`src/rtl/burst_pkg.sv`:
```
// Shared definitions for the burst master: state encoding, field widths,
// packed-bus bit positions and helpers that build the address-channel words.
package burst_pkg;

  localparam int ADDR_W  = 8;
  localparam int LEN_W   = 4;
  localparam int ID_W    = 4;
  localparam int DATA_W  = 8;

  // Packed bus widths
  localparam int ARIN_W  = ADDR_W + LEN_W + ID_W;  // {addr, len, id}
  localparam int AWIN_W  = ADDR_W + ID_W;          // {addr, id}
  localparam int BRESP_W = 1 + ID_W;               // {err, id}
  localparam int RDATA_W = DATA_W + 1;             // {data, err}

  // Bit positions inside the packed buses
  localparam int ARIN_ID_LSB    = 0;
  localparam int ARIN_LEN_LSB   = ID_W;
  localparam int ARIN_ADDR_LSB  = ID_W + LEN_W;
  localparam int AWIN_ID_LSB    = 0;
  localparam int AWIN_ADDR_LSB  = ID_W;
  localparam int BRESP_ID_LSB   = 0;
  localparam int BRESP_ERR_BIT  = ID_W;
  localparam int RDATA_ERR_BIT  = 0;
  localparam int RDATA_DATA_LSB = 1;

  typedef enum logic [2:0] {
    ST_IDLE = 3'd0,
    ST_AR   = 3'd1,
    ST_R    = 3'd2,
    ST_AW   = 3'd3,
    ST_W    = 3'd4,
    ST_B    = 3'd5,
    ST_DONE = 3'd6
  } burst_state_t;

  function automatic logic [ARIN_W-1:0] pack_arin(
    input logic [ADDR_W-1:0] addr,
    input logic [LEN_W-1:0]  len,
    input logic [ID_W-1:0]   id
  );
    logic [ARIN_W-1:0] v;
    v = '0;
    v[ARIN_ADDR_LSB +: ADDR_W] = addr;
    v[ARIN_LEN_LSB  +: LEN_W]  = len;
    v[ARIN_ID_LSB   +: ID_W]   = id;
    return v;
  endfunction

  function automatic logic [AWIN_W-1:0] pack_awin(
    input logic [ADDR_W-1:0] addr,
    input logic [ID_W-1:0]   id
  );
    logic [AWIN_W-1:0] v;
    v = '0;
    v[AWIN_ADDR_LSB +: ADDR_W] = addr;
    v[AWIN_ID_LSB   +: ID_W]   = id;
    return v;
  endfunction

endpackage

```
`src/rtl/burst_watchdog.sv`:
```
// Stall watchdog: counts cycles spent in an active state without progress.
// Cleared whenever the owner reports progress or a state change; flags expiry
// once TIMEOUT stall cycles have accumulated.
module burst_watchdog #(
  parameter int TIMEOUT = 255
) (
  input  logic clk,
  input  logic rst,
  input  logic i_active,
  input  logic i_clear,
  output logic o_expired
);

  localparam int CNT_W = (TIMEOUT < 1) ? 1 : $clog2(TIMEOUT + 1);
  localparam logic [CNT_W-1:0] LIMIT = CNT_W'(TIMEOUT);

  logic [CNT_W-1:0] r_count;

  // Stall counter: reset on idle/clear, saturates at the limit
  always_ff @(posedge clk or posedge rst) begin
    if (rst) begin
      r_count <= '0;
    end else if (!i_active || i_clear) begin
      r_count <= '0;
    end else if (r_count != LIMIT) begin
      r_count <= r_count + CNT_W'(1);
    end
  end

  assign o_expired = i_active && (r_count == LIMIT);

endmodule

```
`src/rtl/burst_master.sv`:
```
// Burst master: accepts one host command at a time and runs it as a read
// (AR then R beats) or a write (AW, W beats, B response) on the slave side.
// Every active state is guarded by a stall watchdog that aborts to DONE
// with an error when the slave stops making progress.
module burst_master
  import burst_pkg::*;
#(
  parameter int TIMEOUT = 255
) (
  input  logic               clk,
  input  logic               rst,
  // host command
  input  logic               cmd_valid,
  output logic               cmd_ready,
  input  logic               cmd_write,
  input  logic [ADDR_W-1:0]  cmd_addr,
  input  logic [LEN_W-1:0]   cmd_len,
  input  logic [ID_W-1:0]    cmd_id,
  // host write data
  input  logic [DATA_W-1:0]  wr_data,
  input  logic               wr_valid,
  output logic               wr_ready,
  // host read data and completion
  output logic [DATA_W-1:0]  rd_data,
  output logic               rd_valid,
  output logic               done,
  output logic               done_err,
  // slave read address
  output logic               ARVALID,
  input  logic               ARREADY,
  output logic [ARIN_W-1:0]  ARIN,
  // slave read data
  input  logic               RVALID,
  output logic               RREADY,
  input  logic               RLAST,
  input  logic [RDATA_W-1:0] RDATA,
  // slave write address
  output logic               AWVALID,
  input  logic               AWREADY,
  output logic [AWIN_W-1:0]  AWIN,
  // slave write data
  output logic               WVALID,
  input  logic               WREADY,
  output logic               WLAST,
  output logic [DATA_W-1:0]  WDATA,
  // slave write response
  input  logic               BVALID,
  output logic               BREADY,
  input  logic [BRESP_W-1:0] BRESP
);

  burst_state_t r_state;
  burst_state_t w_state_next;

  logic [ADDR_W-1:0] r_addr;
  logic [LEN_W-1:0]  r_len;
  logic [ID_W-1:0]   r_id;
  logic [LEN_W-1:0]  r_beat;
  logic              r_err;
  logic [DATA_W-1:0] r_rd_data;
  logic              r_rd_valid;

  logic w_accept;
  logic w_r_hs;
  logic w_w_hs;
  logic w_b_hs;
  logic w_last_beat;
  logic w_active;
  logic w_progress;
  logic w_clear;
  logic w_expired;
  logic w_b_err;

  // The beat about to transfer is the final one of the burst
  assign w_last_beat = (r_beat == r_len);

  assign w_active   = (r_state inside {ST_AR, ST_R, ST_AW, ST_W, ST_B});
  // Handshakes that do not change state still count as forward progress
  assign w_progress = w_r_hs || w_w_hs;
  assign w_clear    = (w_state_next != r_state) || w_progress;

  // Write response is bad if the slave flags it or echoes a foreign ID
  assign w_b_err = BRESP[BRESP_ERR_BIT] ||
                   (BRESP[BRESP_ID_LSB +: ID_W] != r_id);

  assign rd_data  = r_rd_data;
  assign rd_valid = r_rd_valid;

  burst_watchdog #(
    .TIMEOUT (TIMEOUT)
  ) u_watchdog (
    .clk       (clk),
    .rst       (rst),
    .i_active  (w_active),
    .i_clear   (w_clear),
    .o_expired (w_expired)
  );

  // State register
  always_ff @(posedge clk or posedge rst) begin
    if (rst) begin
      r_state <= ST_IDLE;
    end else begin
      r_state <= w_state_next;
    end
  end

  // Next-state and bus outputs; a watchdog expiry overrides everything
  always_comb begin
    w_state_next = r_state;
    cmd_ready    = 1'b0;
    wr_ready     = 1'b0;
    done         = 1'b0;
    done_err     = 1'b0;
    ARVALID      = 1'b0;
    ARIN         = '0;
    RREADY       = 1'b0;
    AWVALID      = 1'b0;
    AWIN         = '0;
    WVALID       = 1'b0;
    WLAST        = 1'b0;
    WDATA        = '0;
    BREADY       = 1'b0;
    w_accept     = 1'b0;
    w_r_hs       = 1'b0;
    w_w_hs       = 1'b0;
    w_b_hs       = 1'b0;

    case (r_state)
      ST_IDLE: begin
        // Held low while reset is asserted so all outputs read zero
        cmd_ready = !rst;
        w_accept  = cmd_valid && !rst;
        if (w_accept) begin
          w_state_next = cmd_write ? ST_AW : ST_AR;
        end
      end

      ST_AR: begin
        ARVALID = 1'b1;
        ARIN    = pack_arin(r_addr, r_len, r_id);
        if (ARREADY) begin
          w_state_next = ST_R;
        end
      end

      ST_R: begin
        RREADY = 1'b1;
        if (RVALID) begin
          w_r_hs = 1'b1;
          if (RLAST || w_last_beat) begin
            w_state_next = ST_DONE;
          end
        end
      end

      ST_AW: begin
        AWVALID = 1'b1;
        AWIN    = pack_awin(r_addr, r_id);
        if (AWREADY) begin
          w_state_next = ST_W;
        end
      end

      ST_W: begin
        WVALID = wr_valid;
        WDATA  = wr_valid ? wr_data : '0;
        WLAST  = w_last_beat;
        if (wr_valid && WREADY) begin
          w_w_hs   = 1'b1;
          wr_ready = 1'b1;
          if (w_last_beat) begin
            w_state_next = ST_B;
          end
        end
      end

      ST_B: begin
        BREADY = 1'b1;
        if (BVALID) begin
          w_b_hs       = 1'b1;
          w_state_next = ST_DONE;
        end
      end

      ST_DONE: begin
        done         = 1'b1;
        done_err     = r_err;
        w_state_next = ST_IDLE;
      end

      default: begin
        w_state_next = ST_IDLE;
      end
    endcase

    if (w_expired) begin
      ARVALID      = 1'b0;
      ARIN         = '0;
      RREADY       = 1'b0;
      AWVALID      = 1'b0;
      AWIN         = '0;
      WVALID       = 1'b0;
      WLAST        = 1'b0;
      WDATA        = '0;
      wr_ready     = 1'b0;
      BREADY       = 1'b0;
      w_r_hs       = 1'b0;
      w_w_hs       = 1'b0;
      w_b_hs       = 1'b0;
      w_state_next = ST_DONE;
    end
  end

  // Command latch, beat counter, error accumulation and read-beat register
  always_ff @(posedge clk or posedge rst) begin
    if (rst) begin
      r_addr     <= '0;
      r_len      <= '0;
      r_id       <= '0;
      r_beat     <= '0;
      r_err      <= 1'b0;
      r_rd_data  <= '0;
      r_rd_valid <= 1'b0;
    end else begin
      r_rd_valid <= 1'b0;
      if (w_accept) begin
        r_addr <= cmd_addr;
        r_len  <= cmd_len;
        r_id   <= cmd_id;
        r_beat <= '0;
        r_err  <= 1'b0;
      end
      if (w_r_hs) begin
        r_rd_data  <= RDATA[RDATA_DATA_LSB +: DATA_W];
        r_rd_valid <= 1'b1;
        r_beat     <= r_beat + LEN_W'(1);
        r_err      <= r_err | RDATA[RDATA_ERR_BIT];
      end
      if (w_w_hs) begin
        r_beat <= r_beat + LEN_W'(1);
      end
      if (w_b_hs) begin
        r_err <= w_b_err;
      end
      if (w_expired) begin
        r_err <= 1'b1;
      end
    end
  end

endmodule

```
`config.mk`:
```
export PLATFORM = sky130hd
export DESIGN_NAME = burst_master
export DESIGN_NICKNAME = d
export VERILOG_FILES = /design/src/rtl/burst_pkg.sv /design/src/rtl/burst_watchdog.sv /design/src/rtl/burst_master.sv
export SDC_FILE = /design/constraint.sdc
export NUM_CORES = 1
export LEC_CHECK = 0
export BUFFER_PORTS_ARGS = -buffer_cell sky130_fd_sc_hd__buf_4
export CAP_MARGIN = 10
export CORE_MARGIN = 10
export CORE_UTILIZATION = 47
export DETAILED_ROUTE_END_ITERATION = 6
export PLACE_DENSITY = 0.76
export SETUP_SLACK_MARGIN = 0.4
export SLEW_MARGIN = 5
export SYNTH_ARGS = -nofsm -noshare
export SYNTH_HDL_FRONTEND = slang
export SYNTH_SLANG_ARGS = --single-unit
```
`constraint.sdc`:
```
create_clock -name clk -period 3.25 [get_ports clk]
set_input_delay 0.65 -clock clk [delete_from_list [all_inputs] [get_ports clk]]
set_output_delay 0.65 -clock clk [all_outputs]
set_load 0.05 [all_outputs]
```
==> results of run 1 <==
[area by class of cell]
| type | instances | share of cell area, % |
|---|---|---|
| well taps | 67 | 2.456 |
| clock buffers | 5 | 2.016 |
| inverters | 4 | 0.4399 |
| clock inverters | 2 | 1.026 |
| flip-flops and latches | 41 | 30.06 |
| multi-input cells | 178 | 38.56 |
| repair buffers | 115 | 25.44 |
[synthesized netlist by cell type (2+ instances only)]
master     n
xnor2_1    5
and3_1     2
nor3_1     6
a211o_1    2
mux2_2    24
o31ai_1    2
dfrtp_1   41
a21oi_1    2
clkbuf_1   5
or4_1      2
nand4_1    4
and3_2     2
nand3b_1   2
nor2_1    20
xor2_1     7
ha_1       2
and2_1    38
inv_1      4
nand2_1   11
a31oi_1    5
o21ai_0   10
nor2b_1    2
nand3_1    8
nand2b_1   3
[logic make-up after synthesis]
family                     synth area share [%]
AOI/OAI and AO/OA                         8.706
xor gates and xnor gates                  4.514
adders and majority gates                 1.075
buffers and inverters                     2.364
DFF                                       44.06
muxes                                     12.04
and+or+nand+nor                           27.24
[cell usage in the layout (no fill, tap or decap), types with 2 or more instances in the layout]
cell type / Yosys / final
a211o_1: 2 / 2
a21oi_1: 2 / 2
a31oi_1: 5 / 5
and2_1: 38 / 29
and2_2: 0 / 9
and3_1: 2 / 2
and3_2: 2 / 2
buf_4: 1 / 112
buf_6: 0 / 2
clkbuf_8: 0 / 5
dfrtp_1: 41 / 41
inv_1: 4 / 4
mux2_2: 24 / 24
nand2_1: 11 / 10
nand2b_1: 3 / 3
nand3_1: 8 / 7
nand3b_1: 2 / 2
nand4_1: 4 / 4
nor2_1: 20 / 19
nor2b_1: 2 / 2
nor3_1: 6 / 4
nor3_4: 0 / 2
o21ai_0: 10 / 10
o31ai_1: 2 / 2
xnor2_1: 5 / 5
xor2_1: 7 / 7
[sequential cells by signal, indices dropped and copies added (netlist names), 3 cells and up]
register and cells:
r_addr 8, u_watchdog.r_count 8, r_beat 4, rd_data 8
r_len 4, r_state 3, r_id 4
[path summary, 6_finish.rpt]
path	depth (start not counted)	to	startpoint	slack [ps]
min reg2reg	1	rd_data[0]$_DFFE_PP0P_	rd_data[0]$_DFFE_PP0P_	510
min in group asynchronous	3	r_state[1]$_DFF_PP0_	rst	540
max in group asynchronous	3	r_len[3]$_DFFE_PP0P_	rst	2340
max reg2reg	6	r_beat[3]$_DFFE_PP0P_	r_state[2]$_DFF_PP0_	760
min	1	rd_data[0]$_DFFE_PP0P_	rd_data[0]$_DFFE_PP0P_	510
max	9	ARIN[10]	u_watchdog.r_count[0]$_DFFE_PP0P_	460
[stage by stage]
step           hold WS, ps  utilization (%)  area (um^2)
6_report             509.0            71.79         3413
5_1_grt              536.8            71.79         3413
4_1_cts              514.7            69.89         3323
3_5_place_dp         498.0            67.55         3212
3_3_place_gp         490.1            67.55         3212
2_1_floorplan        470.1                -         2362
[per-layer routing]
layer | global-route usage, % | wire length (um) | share of wire [%]
met5 | 0 | 0 | 0
met4 | 4.775 | 94 | 1.4
met3 | 3.242 | 382 | 5.6
met2 | 27.18 | 3482 | 51
met1 | 19.05 | 2921 | 42
[timing repair]
action | in CTS | in global routing
resized for setup | 3 | 10
setup endpoints to repair | 26 | 38
setup buffers | 0 | 6
cloned | 0 | 1
pin swaps | 0 | 2
endpoints found under the hold margin | 0 | 0
[worst max-delay path, stage by stage (launching register included)]
cell and delay (ps):
dfrtp_1 430, ha_4 190, nand3_2 110, or2_4 290
nand2_2 120, nor3_4 70, buf_4 160, buf_6 130
and2_2 180, buf_4 180
[power by group]
group	internal [mW]	total, mW	switching (mW)
sequential	0.710	0.904	0.195
combinational	0.638	1.67	1.03
clock	0.223	0.395	0.172
==> flow_summary.yaml, run 1 <==
outcome:
  status: "completed"
logic_synthesis:
  synth.cell_area_mm2: 0.002328
  synthFlopType: "dfrtp_1"
  synth_fp_nets: 283
  synth_edf_count: 0
  synthCells: 232
  synth_top_cell_by_area: "dfrtp_1"
  synth.area.top_cells: "dfrtp_1, mux2_2, and2_1, nor2_1, xor2_1"
  synthArstFlopShare_pct: 100.0
  netlist.area_leader.share_pct: 44.06
  ys_types: 47
  ys_warn_count: 0
  syn_avg_cell_area_um2: 10.04
  ys_seq_area_share_pct: 44.06
  ys_seq_elements: 41
drt:
  drt_iter0_markers: 141
  wirelength_mm: 6.880
  dr.pass1.iters: 4
  dr_total_vias: 2158
  drtAntennaViolNets: 0
  drc: 0
  via_per_inst: 5.238
  wire_per_inst_um: 16.70
floorplanning:
  die_area_mm2: 0.008169
  core_area_mm2: 0.004755
  ios: 104
  start_util_pct: 48.97
  die_w_um: 90.39
  rows: 25
  die_y_um: 90.39
place:
  dp.cells: 398
  place_ws_ps: 528.5
  dp.final_hpwl_mm: 5.304
  place_congestion: 0.8124
  io_buffers: 103
clocking:
  cts.sinks: 41
  cts_buffers: 5
  htree_levels: 2
  cts-root-buf: "clkbuf_8"
  cts.hold.buffers_added: 0
  clockBufferDepth: 2
  clock_latency_ps: 290
  clk_pin_slew_ps: 80
  cts_tree: "built"
timing:
  fin_tns_setup_ps: 0
  fin_ws_ps: 455.4
  relSlewSlack_pct: 50.26
  rsz0062_at_grt: "no"
  tightest_slew_ps: 742.1
  finalCriticalPeriod_ps: 2795
  hold_violations: 0
  period_share_pct: 85.99
  fmax_mhz: 357.8
  setup_violations: 0
  worst_clock_skew_ps: 7.210
  slew_viol_final: 0
finish:
  layout.nets: 396
  antenna_cells: 0
  final_cells: 412
  multi_input_area_mm2: 0.001316
  fillCellCount: 392
  drive_gt1_share_pct: 49.86
  seq_area_mm2: 0.001026
  area_delta_synth_final_pct: 46.59
job:
  maxCapViolCount: 0
setup_path:
  start_kind: "register"
  cp_max_fo: 9
  criticalPathCategory: "register to output port"
  crit_path_end_kind: "output port"
  critical_path_arrival_ps: 2140
  critPathRequiredTime_ps: 2600
pwr:
  p_leak_nw: 1.664
  power_density_mw_per_mm2: 869.7
  irDropWorstVdd_uv: 620.5
  total_power_mw: 2.969
grt:
  grt_antenna_before_repair: 0
  groute.usage.overall_pct: 15.71
  grt_max_degree: 42
  grt_pass1_wl_mm: 10.70
  grt-ovfl-total: 0
  grt_pass1_vias: 2131
worst_hold_path:
  hp-class: "register to register"
Power figures use the tool's default switching activity.
==> run 2: changes to the inputs <==
CELL_PAD_IN_SITES_DETAIL_PLACEMENT = 1   (was unset)
CELL_PAD_IN_SITES_GLOBAL_PLACEMENT = 2   (was unset)
CORE_UTILIZATION = 27   (was 47)
PLACE_DENSITY = 0.75   (was 0.76)
==> run 2 against run 1 <==
Final area rose by 1.1%; utilization decreased by 30 points; hold slack gained 7.1 ps; largest cell class unchanged; largest power group unchanged.
==> flow_summary.yaml, run 2 (synthesis results as in run 1) <==
timing:
  fmax_mhz: 370.9
  setup_violations: 0
  hold_violations: 0
  fin_tns_setup_ps: 0
  slew_viol_final: 0
  rsz0062_at_grt: "no"
  timing.hold.ws_ps: 516.0
  finalCriticalPeriod_ps: 2696
  tightest_slew_ps: 792.9
  period_share_pct: 82.95
  relSlewSlack_pct: 46.85
  worst_clock_skew_ps: 8.330
setup_path:
  rr_startpoint: "r_state[0]$_DFF_PP0_"
  crit_path_end_kind: "output port"
  r2r_cells: 5
  r2r_setup_slack_ps: 910
  cp_max_fo: 16
  start_kind: "register"
  critPathRequiredTime_ps: 2600
  criticalPathCategory: "register to output port"
  path_buf_inv: 1
  critical_path_arrival_ps: 2050
  cp_top_family: "simple AND/OR/NAND/NOR gates"
  rr_endpoint: "r_len[1]$_DFFE_PP0P_"
  crit_path_cell_trace: "and2_1 > or4_4 > and3_2 > buf_4"
  critical-path-max-stage-delay_ps: 550
  cpMaxStageDelayCell: "or4_4"
clocking:
  htree_levels: 2
  cts-root-buf: "clkbuf_8"
  cts_buffers: 5
  cts.hold.buffers_added: 0
  cts_tree: "built"
  clockBufferDepth: 2
  cts.sinks: 41
  clock_latency_ps: 300
  clk_pin_slew_ps: 90
floorplanning:
  die_area_mm2: 0.01274
  start_util_pct: 28.06
  core_area_mm2: 0.008299
  rows: 33
  die_w_um: 112.9
  die_y_um: 112.9
  ios: 104
pwr:
  p_leak_nw: 1.642
  power_density_mw_per_mm2: 872.1
  irDropWorstVdd_uv: 360.0
grt:
  grt_pass1_wl_mm: 12.49
  grt_antenna_before_repair: 0
  groute.usage.overall_pct: 11.99
  grt_pass1_vias: 2275
  grt-ovfl-total: 0
  grt_max_degree: 42
drt:
  drc: 0
  dr_total_vias: 2159
  wirelength_mm: 7.961
  drt_iter0_markers: 70
  via_per_inst: 4.830
  wire_per_inst_um: 17.81
  drtAntennaViolNets: 0
  dr.pass1.iters: 4
place:
  place_congestion: 0.7947
  dp.cells: 437
  dp.final_hpwl_mm: 6.249
  io_buffers: 103
worst_hold_path:
  min_path_cells: 1
  holdPathEnd: "rd_data[7]$_DFFE_PP0P_"
  hp-start: "rd_data[7]$_DFFE_PP0P_"
  hp-class: "register to register"
finish:
  final_cells: 447
  multi_input_area_mm2: 0.001321
  antenna_cells: 0
  fillCellCount: 976
  final_common_cell: "buf_4"
  seq_area_mm2: 0.001028
  layout.nets: 392
  layout_common_cells: "buf_4, dfrtp_1, and2_1"
  drive_gt1_share_pct: 50.00
  area_delta_synth_final_pct: 48.25
job:
  maxCapViolCount: 0
outcome:
  status: "completed"
[run 2: changes by cell type in the layout (fill, tap and decap cells not counted), sizes merged]
| cell | delta |
|---|---|
| clkinv | +1 |
| clkinvlp | +1 |
| inv | -1 |
| buf | -4 |
[run 2: per-stage QoR]
| step | total power, mW | setup WS, ps | util (%) | instance area, um^2 |
|---|---|---|---|---|
| 4_1_cts | 3.016 | 427.9 | 41.11 | 3412 |
| 2_1_floorplan | 2.057 | 390.5 | - | 2362 |
| 3_5_place_dp | 2.568 | 389.0 | 39.36 | 3267 |
| 6_report | 3.011 | 554.2 | 41.60 | 3452 |
| 3_3_place_gp | 2.545 | 540.0 | 39.36 | 3267 |
| 5_1_grt | 3.208 | 431.3 | 41.60 | 3452 |
[run 2: layer usage]
metal	vias to the layer above	global-route usage [%]	part of all wire [%]
li1	1030	-	-
met1	1046	14.02	42
met2	75	19.74	47
met3	8	4.754	9.0
met4	0	3.553	1.3
met5	-	0	0
[run 2: cell type report]
cell class,count,share of cell area [%]
sequential,41,29.79
clock buffer,5,1.993
timing repair buffer,111,24.36
clock inverter,3,1.341
inverter,4,0.4349
multi-input combinational,178,38.27
tap,105,3.806
[run 2: repair_timing]
action / CTS / global route
resized for setup: 7 / 11
pin swaps: 0 / 0
buffers inserted: 1 / 0
cloned: 0 / 1
setup endpoints to repair: 30 / 25
[run 2: worst max path at each step]
stage	start	endpoint	slack, ps	depth (start not counted)
finish	r_state[1]$_DFF_PP0_	WLAST	550	4
global placement	u_watchdog.r_count[0]$_DFFE_PP0P_	AWIN[11]	540	7
floorplan	u_watchdog.r_count[0]$_DFFE_PP0P_	ARIN[10]	390	8
CTS	u_watchdog.r_count[1]$_DFFE_PP0P_	ARIN[9]	430	8
detailed placement	u_watchdog.r_count[0]$_DFFE_PP0P_	AWIN[11]	390	7
global route	u_watchdog.r_count[1]$_DFFE_PP0P_	ARIN[0]	430	8
[run 2: power by group]
group          switching [mW]  leakage [nW]  internal, mW
registers               0.211         0.513         0.711
logic                    1.03          1.07         0.636
clock network           0.195        0.0543         0.230
==> run 3: changes to the inputs <==
clock period = 2.8 ns   (was 3.25 ns; I/O delays follow)
==> run 3 against run 2 <==
Utilization up 9.2 points; register-to-register slack worse by 540 ps; sequential power up 12%; clock power up 20%; combinational power up 54%; total power up 36%; count of clock-buffer cells in the layout up 2; sequential share of layout area down 5.3 points; global-route usage up 1.8 points; critical path depth up 6; largest power group unchanged; highest routed layer unchanged.
==> flow_summary.yaml, run 3 (synthesis results as in run 1) <==
setup_path:
  critPathRequiredTime_ps: 2240
  rr_startpoint: "u_watchdog.r_count[0]$_DFFE_PP0P_"
  criticalPathCategory: "register to output port"
  crit_path_cell_trace: "ha_4 > nand3_4 > or2_4 > nand2_4 > buf_6 > nor3_4 > buf_6 > buf_12 > and2_4 > buf_8"
  critical-path-max-stage-delay_ps: 420
  crit_top_cell: "buf_6"
  rr_endpoint: "u_watchdog.r_count[1]$_DFFE_PP0P_"
  crit_path_end_kind: "output port"
  cp-startpoint: "u_watchdog.r_count[0]$_DFFE_PP0P_"
  r2r_setup_slack_ps: 370
  cp_max_fo: 5
  path_buf_inv: 4
  cpMaxStageDelayCell: "dfrtp_1"
  cp_top_family: "simple AND/OR/NAND/NOR gates"
  critical_path.endpoint: "ARIN[2]"
  critical_path_arrival_ps: 1980
  cp.depth: 10
  r2r_cells: 10
  start_kind: "register"
floorplanning:
  die_area_mm2: 0.01274
  die_y_um: 112.9
  core_area_mm2: 0.008299
  ios: 104
  die_w_um: 112.9
  start_util_pct: 28.06
  rows: 33
job:
  maxCapViolCount: 0
grt:
  grt_max_degree: 42
  grt_pass1_vias: 2546
  grt-ovfl-total: 0
  grt_antenna_before_repair: 0
  groute.usage.overall_pct: 13.83
  grt_pass1_wl_mm: 14.35
drt:
  drtAntennaViolNets: 0
  wirelength_mm: 8.938
  drt_iter0_markers: 43
  via_per_inst: 4.815
  dr.pass1.iters: 4
  drc: 0
  dr_total_vias: 2287
  wire_per_inst_um: 18.82
finish:
  fillCellCount: 891
  final_area_mm2: 0.004219
  layout_common_cells: "buf_4, and2_4, dfrtp_1"
  layout.nets: 420
  final_core_util_pct: 50.84
  area_delta_synth_final_pct: 81.19
  antenna_cells: 0
  final_common_cell: "buf_4"
  drive_gt1_share_pct: 64.59
timing:
  slew_viol_final: 0
  worst_clock_skew_ps: 9.783
  tightest_slew_ps: 818.5
  finalCriticalPeriod_ps: 2538
  period_share_pct: 90.64
  fmax_mhz: 394.0
  relSlewSlack_pct: 45.13
  fin_tns_setup_ps: 0
  setup_violations: 0
  hold_violations: 0
  rsz0062_at_grt: "yes"
place:
  io_buffers: 103
  place_congestion: 0.7355
  dp.final_hpwl_mm: 6.197
  placed_cell_area_mm2: 0.003390
worst_hold_path:
  hp-class: "input pin to async pin"
pwr:
  switching_share_pct: 44.46
  total_power_mw: 4.100
  irDropWorstVdd_uv: 547.2
  power.net_switching_mw: 1.823
  clkPwrFrac_pct: 12.4
  p_int_mw: 2.277
  p_seq_share_pct: 25.2
  p_leak_nw: 1.946
  power_density_mw_per_mm2: 971.7
  p_comb_share_pct: 62.4
clocking:
  htree_levels: 2
  cts_tree: "built"
  cts-root-buf: "clkbuf_8"
  cts.hold.buffers_added: 0
  clockBufferDepth: 2
  clk_pin_slew_ps: 80
  cts.sinks: 41
  clock_latency_ps: 300
  cts_buffers: 5
outcome:
  status: "completed"
run 3: cell count changes in the layout (fill, tap and decap cells not counted), sizes merged:
| cell | change |
|---|---|
| buf | +27 |
| clkbuf | +2 |
| clkinv | -2 |
| bufbuf | +1 |
run 3: worst min path at each step:
stage | start | to | slack (ps) | cells past startpoint
after floorplan | r_beat[3]$_DFFE_PP0P_ | r_beat[3]$_DFFE_PP0P_ | 470 | 1
after global placement | rd_data[5]$_DFFE_PP0P_ | rd_data[5]$_DFFE_PP0P_ | 490 | 1
after detailed placement | rd_data[3]$_DFFE_PP0P_ | rd_data[3]$_DFFE_PP0P_ | 500 | 1
after CTS | rst | rd_data[5]$_DFFE_PP0P_ | 470 | 3
after global routing | cmd_addr[1] | r_addr[1]$_DFFE_PP0P_ | 480 | 2
final | rst | r_state[1]$_DFF_PP0_ | 450 | 3
run 3: power by group through the flow:
stage / clock, mW / combinational (mW) / sequential (mW)
4_1_cts: 0.521 / 2.48 / 1.05
2_1_floorplan: 0 / 1.28 / 1.21
6_report: 0.510 / 2.56 / 1.03
5_1_grt: 0.551 / 2.73 / 1.07
3_5_place_dp: 0 / 2.05 / 1.05
3_3_place_gp: 0 / 2.02 / 1.04
run 3: worst min-delay path, stage by stage:
cell and delay (ps):
buf_4 130, clkinvlp_4 70, buf_4 440
run 3: layout make-up:
class / instances / area, um^2 / share of cell area, %
Inverter: 4 / 18.77 / 0.4448
Sequential cell: 41 / 1032 / 24.47
Clock buffer: 7 / 86.33 / 2.046
Clock inverter: 1 / 30.03 / 0.7117
Timing Repair Buffer: 139 / 1458 / 34.55
Multi-Input combinational cell: 178 / 1463 / 34.67
Tap cell: 105 / 131.4 / 3.114
run 3: through the flow:
| stage | instances | hold slack, ps | worst slack [ps] |
|---|---|---|---|
| final | 475 | 447.8 | 262.2 |
| after global routing | 475 | 477.3 | 160.8 |
| after CTS | 467 | 474.4 | 214.0 |
| after detailed placement | 442 | 501.8 | 32.71 |
| after global placement | 442 | 493.1 | 119.6 |
| after floorplan | 232 | 470.1 | 385.4 |
run 3: repair_timing:
item	CTS	global route
gates cloned	3	0
setup endpoints to repair	50	52
setup buffers	14	8
pin swaps	19	6
endpoints found under the hold margin	0	0
gates resized for setup	106	10
run 3: routing by layer:
| metal | vias up | track usage [%] | wire length [um] |
|---|---|---|---|
| li1 | 1089 | - | - |
| met1 | 1125 | 16.54 | 3617 |
| met2 | 67 | 22.96 | 4514 |
| met3 | 6 | 5.124 | 720 |
| met4 | 0 | 3.299 | 85 |
| met5 | - | 0 | 0 |
